==> config.mk <==
export PLATFORM = sky130hd
export DESIGN_NAME = mem_repair_seq
export DESIGN_NICKNAME = d
export VERILOG_FILES = /design/src/rtl/mem_repair_pkg.sv /design/src/rtl/mem_repair_seq.sv
export SDC_FILE = /design/constraint.sdc
export NUM_CORES = 1
export LEC_CHECK = 0
export ABC_AREA = 1
export CAP_MARGIN = 20
export CORE_MARGIN = 1
export CORE_UTILIZATION = 60
export DETAILED_ROUTE_END_ITERATION = 10
export DONT_BUFFER_PORTS = 1
export PLACE_DENSITY = 0.87
export SYNTH_ARGS = -nofsm -noshare
export SYNTH_HDL_FRONTEND = slang
export SYNTH_SLANG_ARGS = --single-unit
==> constraint.sdc <==
create_clock -name pclk -period 3.1 [get_ports pclk]
set_input_delay 0.465 -clock pclk [delete_from_list [all_inputs] [get_ports pclk]]
set_output_delay 0.465 -clock pclk [all_outputs]
set_load 0.01 [all_outputs]
==> src/rtl/mem_repair_pkg.sv <==
// Shared types and defaults for the memory-repair sequencer.
package mem_repair_pkg;

  localparam int DEF_NUM_GRP = 7;
  localparam int DEF_TIMEOUT = 1024;

  typedef enum logic [2:0] {
    IDLE    = 3'd0,
    SCAN    = 3'd1,
    REQ     = 3'd2,
    RELEASE = 3'd3,
    DONE    = 3'd4
  } state_t;

endpackage

==> src/rtl/mem_repair_seq.sv <==
// Walks enabled memory groups in ascending order, running a 4-phase
// req/ack repair handshake with each and collecting done/fail status.
module mem_repair_seq
  import mem_repair_pkg::*;
#(
  parameter int NUM_GRP = DEF_NUM_GRP,
  parameter int TIMEOUT = DEF_TIMEOUT,
  parameter int CNT_W   = 16
) (
  input  logic               pclk,
  input  logic               preset,
  input  logic               repair_en,
  input  logic [NUM_GRP-1:0] grp_mask,
  input  logic [NUM_GRP-1:0] grp_ack,
  input  logic [NUM_GRP-1:0] grp_fail,
  output logic [NUM_GRP-1:0] grp_req,
  output logic [NUM_GRP-1:0] repair_done,
  output logic [NUM_GRP-1:0] repair_fail,
  output logic               busy,
  output logic               all_done,
  output logic               aborted,
  output logic               irq
);

  localparam int IDX_W = $clog2(NUM_GRP + 1);

  state_t             r_state;
  logic [IDX_W-1:0]   r_idx;
  logic [CNT_W-1:0]   r_cnt;
  logic [NUM_GRP-1:0] r_mask;
  logic               r_en_q;
  logic               r_armed;
  logic [NUM_GRP-1:0] r_req;
  logic [NUM_GRP-1:0] r_done;
  logic [NUM_GRP-1:0] r_fail;
  logic               r_busy;
  logic               r_all_done;
  logic               r_aborted;
  logic               r_irq;

  logic [NUM_GRP-1:0] w_sel;
  logic               w_start;
  logic               w_last;
  logic               w_mask_hit;
  logic               w_ack_hit;
  logic               w_fail_hit;
  logic               w_timeout;

  // r_armed blocks a restart after reset until repair_en has been seen low,
  // so a level held high across reset is not mistaken for a new request.
  assign w_start    = repair_en & ~r_en_q & r_armed;
  assign w_sel      = {{(NUM_GRP-1){1'b0}}, 1'b1} << r_idx;
  assign w_last     = (r_idx == IDX_W'(NUM_GRP));
  assign w_mask_hit = |(r_mask & w_sel);
  assign w_ack_hit  = |(grp_ack & w_sel);
  assign w_fail_hit = |(grp_fail & w_sel);
  assign w_timeout  = (r_cnt == CNT_W'(TIMEOUT - 1));

  always_ff @(posedge pclk or posedge preset) begin
    if (preset) begin
      r_state    <= IDLE;
      r_idx      <= '0;
      r_cnt      <= '0;
      r_mask     <= '0;
      r_en_q     <= 1'b0;
      r_armed    <= 1'b0;
      r_req      <= '0;
      r_done     <= '0;
      r_fail     <= '0;
      r_busy     <= 1'b0;
      r_all_done <= 1'b0;
      r_aborted  <= 1'b0;
      r_irq      <= 1'b0;
    end else begin
      r_en_q <= repair_en;
      if (!repair_en) r_armed <= 1'b1;
      r_irq <= 1'b0;
      case (r_state)
        IDLE: begin
          if (w_start) begin
            r_done    <= '0;
            r_fail    <= '0;
            r_aborted <= 1'b0;
            r_mask    <= grp_mask;
            r_idx     <= '0;
            r_busy    <= 1'b1;
            r_state   <= SCAN;
          end
        end
        SCAN: begin
          if (!repair_en) begin
            r_aborted <= 1'b1;
            r_busy    <= 1'b0;
            r_state   <= IDLE;
          end else if (w_last) begin
            r_busy     <= 1'b0;
            r_all_done <= 1'b1;
            r_irq      <= 1'b1;
            r_state    <= DONE;
          end else if (!w_mask_hit) begin
            r_idx <= r_idx + 1'b1;
          end else begin
            r_cnt   <= '0;
            r_req   <= w_sel;
            r_state <= REQ;
          end
        end
        REQ: begin
          r_cnt <= r_cnt + 1'b1;
          // An ack in the same cycle as the timeout or an abort still counts.
          if (w_ack_hit) begin
            r_done  <= r_done | w_sel;
            r_fail  <= (r_fail & ~w_sel) | (w_fail_hit ? w_sel : '0);
            r_req   <= '0;
            r_state <= RELEASE;
            if (!repair_en) r_aborted <= 1'b1;
          end else if (!repair_en) begin
            r_req     <= '0;
            r_aborted <= 1'b1;
            r_state   <= RELEASE;
          end else if (w_timeout) begin
            r_done  <= r_done | w_sel;
            r_fail  <= r_fail | w_sel;
            r_req   <= '0;
            r_state <= RELEASE;
          end
        end
        RELEASE: begin
          if (!w_ack_hit) begin
            if (r_aborted) begin
              r_busy  <= 1'b0;
              r_state <= IDLE;
            end else begin
              r_idx   <= r_idx + 1'b1;
              r_state <= SCAN;
            end
          end
        end
        DONE: begin
          if (!repair_en) begin
            r_all_done <= 1'b0;
            r_state    <= IDLE;
          end
        end
        default: r_state <= IDLE;
      endcase
    end
  end

  assign grp_req     = r_req;
  assign repair_done = r_done;
  assign repair_fail = r_fail;
  assign busy        = r_busy;
  assign all_done    = r_all_done;
  assign aborted     = r_aborted;
  assign irq         = r_irq;

endmodule

## Word level (Yosys, flattened, before mapping)

Index checks and enable logic that the tools add are counted.

- Bits in registers: 56
- Latch bits: 0
- Bits in writable memories: 0
- Memory bits (read-only): 0
- Input bits: 24
- Output and inout port bits: 25
- Word-level logic and storage cells: 123
- Memories kept: 0

- $add $sub $neg: 2
- $mul: 0
- Div/mod/pow operators: 0
- $lt $le $gt $ge: 0
- Eq/ne operators: 22
- Shifts and indexed selects: 1
- Multiplexer cells: 55
- Bitwise logic cells: 11
- Reduce and logical (&&, ||, !) cells: 19

Operators by type and width:

| operator | count |
|---|---|
| 7-bit two-way mux | 14 |
| 16-bit two-way mux | 3 |
| 3-bit two-way mux | 15 |
| 7-bit case mux with 2 select lines | 3 |
| 16-bit case mux with 2 select lines | 1 |
| 7-bit AND | 4 |
| 2-bit inequality test (second input constant) | 11 |
| 7-bit OR | 3 |
| 7-bit OR reduction | 3 |
| 16-bit by 1-bit adder with 16-bit output (second input constant) | 1 |
| 16-bit by 10-bit equality test with 1-bit output (second input constant) | 1 |
| 3-bit case mux with 5 select lines | 1 |
| 5-bit AND reduction | 3 |
| 1-bit two-way mux | 14 |
| 4-bit AND reduction | 3 |
| 3-bit inequality test (second input constant) | 3 |
| 3-bit case mux with 3 select lines | 1 |
| 4-bit inequality test (second input constant) | 2 |
| 2-bit nonzero test | 4 |
| 7-bit NOT | 1 |
| 7-bit AND reduction | 1 |
| 1-bit by 3-bit left shift with 7-bit output (first input constant) | 1 |
| 3-bit by 2-bit equality test with 1-bit output (second input constant) | 2 |
| 3-bit equality test (second input constant) | 2 |
| other kinds (11) | 13 |

## Longest topological paths before layout

Gate-level depths: netlist (run 1).

- Word-level depth: 7
- Depth in mapped cells: 13
- Mapped depth without buffers: 13

## Least setup slack after synthesis (run 1)

Ideal clock, no wire load.

- Path kind: register to register
- Start point: register r_idx[0]
- End point: register r_done[2] (netlist: repair_done[2])
- Setup time: 0.123 ns
- Data arrival time: 1.627 ns
- Required time: 2.977 ns
- Setup slack: 1.350 ns
- Cell stages (with the launch flop): 12
- Path buffers: 1
- Period minus slack after synthesis: 1.750 ns
- Path through: dfrtp_1 -> ha_1 -> ha_1 -> nand2_1 -> nand2_1 -> inv_1 -> nand2_2 -> nor2_4 -> nand2_1 -> nand3_2 -> buf_6 -> o21ai_2

- Cells in the longest elaborated chain, start to end: 6
- Elaborated cells between the ends (all ways): 11
- Classes of those cells: 2 x eq/ne; 1 x shift; 4 x mux; 2 x bitwise; 2 x reduce/logical

RTL lines:

| element | line | text |
|---|---|---|
| from (decl) | mem_repair_seq.sv:28 | `logic [IDX_W-1:0] r_idx;` |
| from (signal assigned) | mem_repair_seq.sv:101 | `r_idx <= r_idx + 1'b1;` |
| from (signal assigned) | mem_repair_seq.sv:134 | `r_idx <= r_idx + 1'b1;` |
| 1-bit by 3-bit left shift with 7-bit output * | mem_repair_seq.sv:52 | `assign w_sel = {{(NUM_GRP-1){1'b0}}, 1'b1} << r_idx;` |
| 7-bit OR | mem_repair_seq.sv:112, mem_repair_seq.sv:122 |  |
| 7-bit two-way mux | mem_repair_seq.sv:121 | `end else if (w_timeout) begin` |
| 7-bit two-way mux | mem_repair_seq.sv:117 | `end else if (!repair_en) begin` |
| 7-bit two-way mux | mem_repair_seq.sv:111 | `if (w_ack_hit) begin` |
| 7-bit case mux with 2 select lines | mem_repair_seq.sv:78 | `case (r_state)` |
| to (signal assigned) | mem_repair_seq.sv:112 | `r_done <= r_done \| w_sel;` |
| to (signal assigned) | mem_repair_seq.sv:122 | `r_done <= r_done \| w_sel;` |
| to (decl) | mem_repair_seq.sv:34 | `logic [NUM_GRP-1:0] r_done;` |

Every way passes the cells marked *; elsewhere a longest branch is shown, timed or not. The select of a mux whose other input is x is not followed.
A chain may end at the register's enable or synchronous reset.

## Final worst setup path (run 1)

- Start point: register r_idx[2]
- End point: register r_fail[2] (netlist: repair_fail[2])

- Cells in the longest elaborated chain, start to end: 7
- Elaborated cells between the ends (all ways): 17
- Classes of those cells: 2 x eq/ne; 1 x shift; 5 x mux; 6 x bitwise; 3 x reduce/logical

RTL lines:

| element | line | text |
|---|---|---|
| 1-bit by 3-bit left shift with 7-bit output * | mem_repair_seq.sv:52 |  |
| 7-bit AND | mem_repair_seq.sv:56 | `assign w_fail_hit = \|(grp_fail & w_sel);` |
| 7-bit OR reduction | mem_repair_seq.sv:56 |  |
| 7-bit two-way mux | mem_repair_seq.sv:113 | `r_fail <= (r_fail & ~w_sel) \| (w_fail_hit ? w_sel : '0);` |
| 7-bit OR | mem_repair_seq.sv:113 |  |
| 7-bit two-way mux | mem_repair_seq.sv:111 |  |
| 7-bit case mux with 2 select lines | mem_repair_seq.sv:78 |  |
| to (signal assigned) | mem_repair_seq.sv:113 |  |
| to (signal assigned) | mem_repair_seq.sv:123 | `r_fail <= r_fail \| w_sel;` |
| to (decl) | mem_repair_seq.sv:35 | `logic [NUM_GRP-1:0] r_fail;` |

Marks and branches as above.

==> results of run 1 <==
[state kept, by name, summed over array words and instances (netlist names), 3 cells and up]
name,count
r_idx,3
repair_fail,7
r_cnt,16
r_mask,7
r_state,3
repair_done,7
grp_req,7
[final cells by class]
class	instances	area, µm²	share of cell area [%]
timing repair buffer	2	15.0	0.434
clock buffer	6	72.6	2.10
sequential	56	1400	40.5
clock inverter	2	35.0	1.01
inverter	46	175	5.07
multi-input combinational	297	1670	48.3
tap	70	87.6	2.53
[placed cells by master (no fill, tap or decap), types with 5 or more instances in the layout]
| master | instances |
|---|---|
| nor2_1 | 26 |
| nand3_1 | 38 |
| nand4_1 | 5 |
| dfrtp_1 | 56 |
| nand2_2 | 11 |
| ha_1 | 7 |
| or2_2 | 8 |
| o21ai_2 | 10 |
| o21ai_0 | 28 |
| nor3_1 | 5 |
| o22ai_2 | 6 |
| nor2_4 | 6 |
| clkbuf_8 | 5 |
| inv_1 | 42 |
| nand2_1 | 113 |
| xor2_1 | 10 |
| mux2_2 | 7 |
[logic make-up after synthesis]
logic type      after synthesis  synth area share (%)
simple gates                222                  31.7
flops                        56                  42.1
buf+inv                      55                  7.77
compound gates               51                  10.8
xor+xnor                     10                  2.63
mux                           7                  2.37
fa+ha+maj                     7                  2.63
[metrics by stage]
step	setup slack (ns)	power, µW	hold slack [ns]	instance area, µm²
CTS	0.801	3290	0.102	3460
detailed placement	0.799	2810	0.443	3350
global route	0.493	3560	0.129	3460
finish	0.761	3290	0.0884	3460
global placement	0.892	2760	0.436	3350
floorplan	1.26	2590	0.479	3330
[worst paths after layout]
path,from,slack [ns],endpoint
max in group asynchronous,preset,2.21,r_cnt[9]$_DFFE_PP0P_
hold / removal,preset,0.09,r_cnt[6]$_DFFE_PP0P_
min in group pclk,repair_en,0.18,r_en_q$_DFF_PP0_
setup reg to reg,r_idx[2]$_DFFE_PP0P_,0.76,repair_fail[2]$_DFFE_PP0P_
hold reg to reg,r_mask[5]$_DFFE_PP0P_,0.52,r_mask[5]$_DFFE_PP0P_
setup / recovery,r_idx[2]$_DFFE_PP0P_,0.76,repair_fail[2]$_DFFE_PP0P_
[power breakdown]
group	switching [µW]	internal [µW]
combinational	1050	531
clock	230	240
sequential	271	968
total	1550	1740
[routing by layer]
metal	GRT usage, %	share of wire [%]	up-vias
met1	32.7	44	1293
met3	6.59	5.7	15
li1	-	-	1311
met2	44.3	49	73
met4	9.42	1.8	0
met5	0	0	-
==> metrics, run 1 <==
status completed; syn_nets 439; Core ar. 5240 µm²; 1st-pass router iterations 5; total CTS buffers 5; power density over the cells 950 nW/µm²; Root Buffer clkbuf_8; number of setup buffers added after CTS 0; Req. time, crit path 3.35 ns; post-layout util around two thirds; final hold violations 0; Tmin final 2.34 ns; worst clock skew 0.0134 ns; Unique masters post-synth 33; Die X-Extent 76.5 µm; Worst slew margin slightly above 60%; post-route ant nets 0; Post-Synthesis Cells ~400; I/O Buffers 0; Final Cycle Share 75.4%; Yosys reg bits 56; # nets final 439; clock-pin slew on the worst setup and hold paths ~0.10 ns; Post-Place Cells 471; Filler Cells Inserted 429; Slew Limit Fails 0; largest cells by area after synthesis dfrtp_1 42%, nand2_1 13%, nand3_1 5.7%, inv_1 4.8%, o21ai_0 4.2%; Starting Density 63.6%; Yosys top cell by area dfrtp_1; unrepaired setup endpoints after global routing false; Synth Area per Inst a little over 8 µm²; Die Ht 76.5 µm; Critical Path Max Stage Delay 0.55 ns; DR DRC count 0; Critical-path top delay cell dfrtp_1; CP delay by family, top simple AND/OR/NAND/NOR gates; r2r worst-path depth 11; Hold WC Path Type primary input to asynchronous set/reset pin; Stages on worst setup path 11; ys flop type dfrtp_1; DRT iter0 DRCs 150; Layout Area Growth over Synthesis 3.79%; WL/cell 14.8 µm; leakage 0.00174 µW; Most common cell on crit path nand2_1; row count 26; final WL 7.07 mm; # hold bufs at CTS 0; share of post-route cells with drive strength above 1 between 15 and 20%; # resized after CTS 0; GRT overflow 0; crit path DAT 2.59 ns; post-synthesis sequential area ratio between 40% and 50%; clock sink count 56; Startpoint Class flip-flop; hpwl dp 5.29 mm; CP Max Fanout 21; Post-synth ARST share 100%; vias per cell around 5.6; Via Count 2692; antenna violations before repair 0; crit end category flip-flop; Clk Latency, worst-skew pair 0.31 ns; clk buf depth 2; Slew @ Worst Pin approximately 0.59 ns; WS Path Type flip-flop to flip-flop; CTS tree yes; Post-synth EDFFs 0; non-filler cells, final between 400 and 500; global placer's final weighted congestion slightly above 0.9; peak supply drop about 0.61 mV; CTS H-tree lvls 2; Diodes inserted 0; Synth top area share 42.1%; YS warnings 0; vias in the first global route about 2700; commonest cells in the netlist 113 x nand2_1, 56 x dfrtp_1, 43 x inv_1, 38 x nand3_1, 28 x o21ai_0; full die area 5860 µm²; crit path cell chain inv_2 > ha_1 > nand2_1 > nand2_1 > inv_1 > nand2_2 > nor2_4 > nand2_1 > nand3_2 > nand2_1 > nand2_1; io pins between 40 and 50; total track usage about a quarter; Fmax achieved 0.428 GHz; largest net degree at the start of global routing 31; Synth Cell Area 3330 µm²; max cap viols 0; wire length of the first global-routing pass ~12 mm; Setup TNS Final 0 ns; Buf/Inv on CP 2; Setup-failing EPs final 0; count leader, synth nand2_1
Power figures use the tool's default switching activity.
==> run 2, diff against run 1 <==
==> constraint.sdc (replaced) <==
create_clock -name pclk -period 2.22 [get_ports pclk]
set_input_delay 0.333 -clock pclk [delete_from_list [all_inputs] [get_ports pclk]]
set_output_delay 0.333 -clock pclk [all_outputs]
set_load 0.01 [all_outputs]
==> run 2 against run 1 <==
Final area grew 1.9%. Register-to-register slack lost 0.58 ns. Sequential share of layout area shrank 0.75 points. First-iteration DRC count grew 15%. Total power grew 43%. Clock power grew 23%. Critical path depth shrank 1. Global-route usage grew 0.051 points. Maximum frequency grew 15%. Largest cell class unchanged. Combinational power grew 52%. Largest power group unchanged. Non-clock buffer count grew 8.
==> metrics, run 2 (same netlist as run 1, synthesis figures left out) <==
Slew @ Worst Pin roughly 0.56 ns; Worst slew margin 62.4%; commonest non-fill, non-tap cells in the layout 113 x nand2_1, 56 x dfrtp_1, 42 x inv_1; full die area 5860 µm²; met2 GRT Util 47.0%; Slew Limit Fails 0; DR DRC count 0; leakage between 0.0015 and 0.002 µW; GRT overflow 0; Setup-failing EPs final 0; R2R setup slack roughly 0.18 ns; clock-pin slew on the worst setup and hold paths about 0.10 ns; CP Max Fanout 7; Core ar. 5240 µm²; vias per cell 5.57; Startpoint Class flip-flop; Clk Latency, worst-skew pair 0.31 ns; Filler Cells Inserted 442; busiest grt layer met2; # nets final 447; met3 Track Usage GR 5.39%; global placer's final weighted congestion 0.872; unrepaired setup endpoints after global routing false; power density over the cells 1330 nW/µm²; final WL 7.08 mm; crit end category flip-flop; 1st-pass router iterations 4; Diodes inserted 0; post-layout util 67.3%; vias in the first global route about 2700; Final Cycle Share between 90 and 100%; Hold WC Path Type primary input to flip-flop; CTS tree yes; Reg with most FFs r_cnt; WS Path Type flip-flop to flip-flop; Req. time, crit path 2.47 ns; row count 26; Root Buffer clkbuf_8; Fmax achieved 0.491 GHz; total CTS buffers 5; DRT iter0 DRCs approximately 170; peak supply drop 0.758 mV; largest net degree at the start of global routing 26; total track usage 26.3%; CTS H-tree lvls 2; post-route ant nets 0; WL/cell 14.5 µm; antenna violations before repair 0; Tmin final 2.04 ns; wire length of the first global-routing pass roughly 12 mm; Starting Density 63.6%; status completed; clk buf depth 2; share of post-route cells with drive strength above 1 between 10% and 20%; max reg flops 16; worst clock skew 0.0139 ns; hpwl dp 5.32 mm; final hold violations 0; Die X-Extent 76.5 µm; io pins 49; clock sink count 56; Via Count 2713; max cap viols 0; most common cell after layout, fill and taps aside nand2_1; met1 Use GR 31.9%; Die Ht 76.5 µm; Layout Area Growth over Synthesis 5.75%; I/O Buffers 0; Setup TNS Final 0 ns; crit path DAT 2.28 ns
[run 2: cell types whose count changed in the layout (fill, tap and decap cells not counted), sizes merged]
cell	before	now
buf	2	9
bufinv	1	0
clkinv	1	2
dlygate4sd3	0	1
[run 2: cell type report]
type / instances / area, µm² / area share (%)
clock buffers: 6 / 82.6 / 2.34
clock inverters: 2 / 10.0 / 0.284
inverters: 46 / 178 / 5.04
multi-input cells: 297 / 1670 / 47.5
flip-flops and latches: 56 / 1400 / 39.8
well taps: 70 / 87.6 / 2.49
repair buffers: 10 / 90.1 / 2.56
[run 2: per-stage QoR]
step                      setup slack (ns)  hold WS (ns)  area, µm²  power [µW]  cells
after floorplan                      0.470         0.364       3330        3620    408
after global placement               0.185         0.170       3410        3970    477
after detailed placement             0.144         0.174       3410        4070    477
after CTS                            0.109        0.0365       3510        4650    486
after global routing                0.0142        0.0180       3520        5080    487
final                                0.184        0.0368       3520        4690    487
[run 2: metal layers]
metal | wire length, µm | up-vias | share of wire (%)
li1 | - | 1323 | -
met1 | 2970 | 1289 | 42
met2 | 3620 | 87 | 51
met3 | 397 | 14 | 5.6
met4 | 87 | 0 | 1.2
met5 | 0 | - | 0
[run 2: where the power goes]
group	leakage, µW	switching, µW	internal (µW)	total (µW)
registers	0.000738	363	1350	1710
logic	0.000986	1540	858	2400
clock network	0.0000510	326	250	576
[run 2: critical path: stages (launching register included)]
cell and delay, ns:
dfrtp_1 0.43, inv_1 0.13, ha_2 0.29, nand2_1 0.07, inv_1 0.14, nand2_1 0.09
nand2_2 0.09, nor2_4 0.04, a21oi_1 0.45, nand2_1 0.15, nand2_1 0.10
[run 2: worst paths after layout]
| path | from | endpoint | cells after the start |
|---|---|---|---|
| min | repair_en | r_en_q$_DFF_PP0_ | 0 |
| min reg2reg | r_mask[5]$_DFFE_PP0P_ | r_mask[5]$_DFFE_PP0P_ | 1 |
| max | r_idx[0]$_DFFE_PP0P_ | grp_req[5]$_DFFE_PP0P_ | 10 |
| max in group asynchronous | preset | r_state[1]$_DFFE_PP0P_ | 3 |
| min in group asynchronous | preset | r_cnt[13]$_DFFE_PP0P_ | 2 |
| max reg2reg | r_idx[0]$_DFFE_PP0P_ | grp_req[5]$_DFFE_PP0P_ | 10 |
[run 2: repair_timing]
action | CTS | global route
gates resized for setup | 0 | 2
setup endpoints to repair | 0 | 7
buffers inserted | 0 | 1
hold buffers | 1 | 0
hold endpoints to repair | 11 | 0
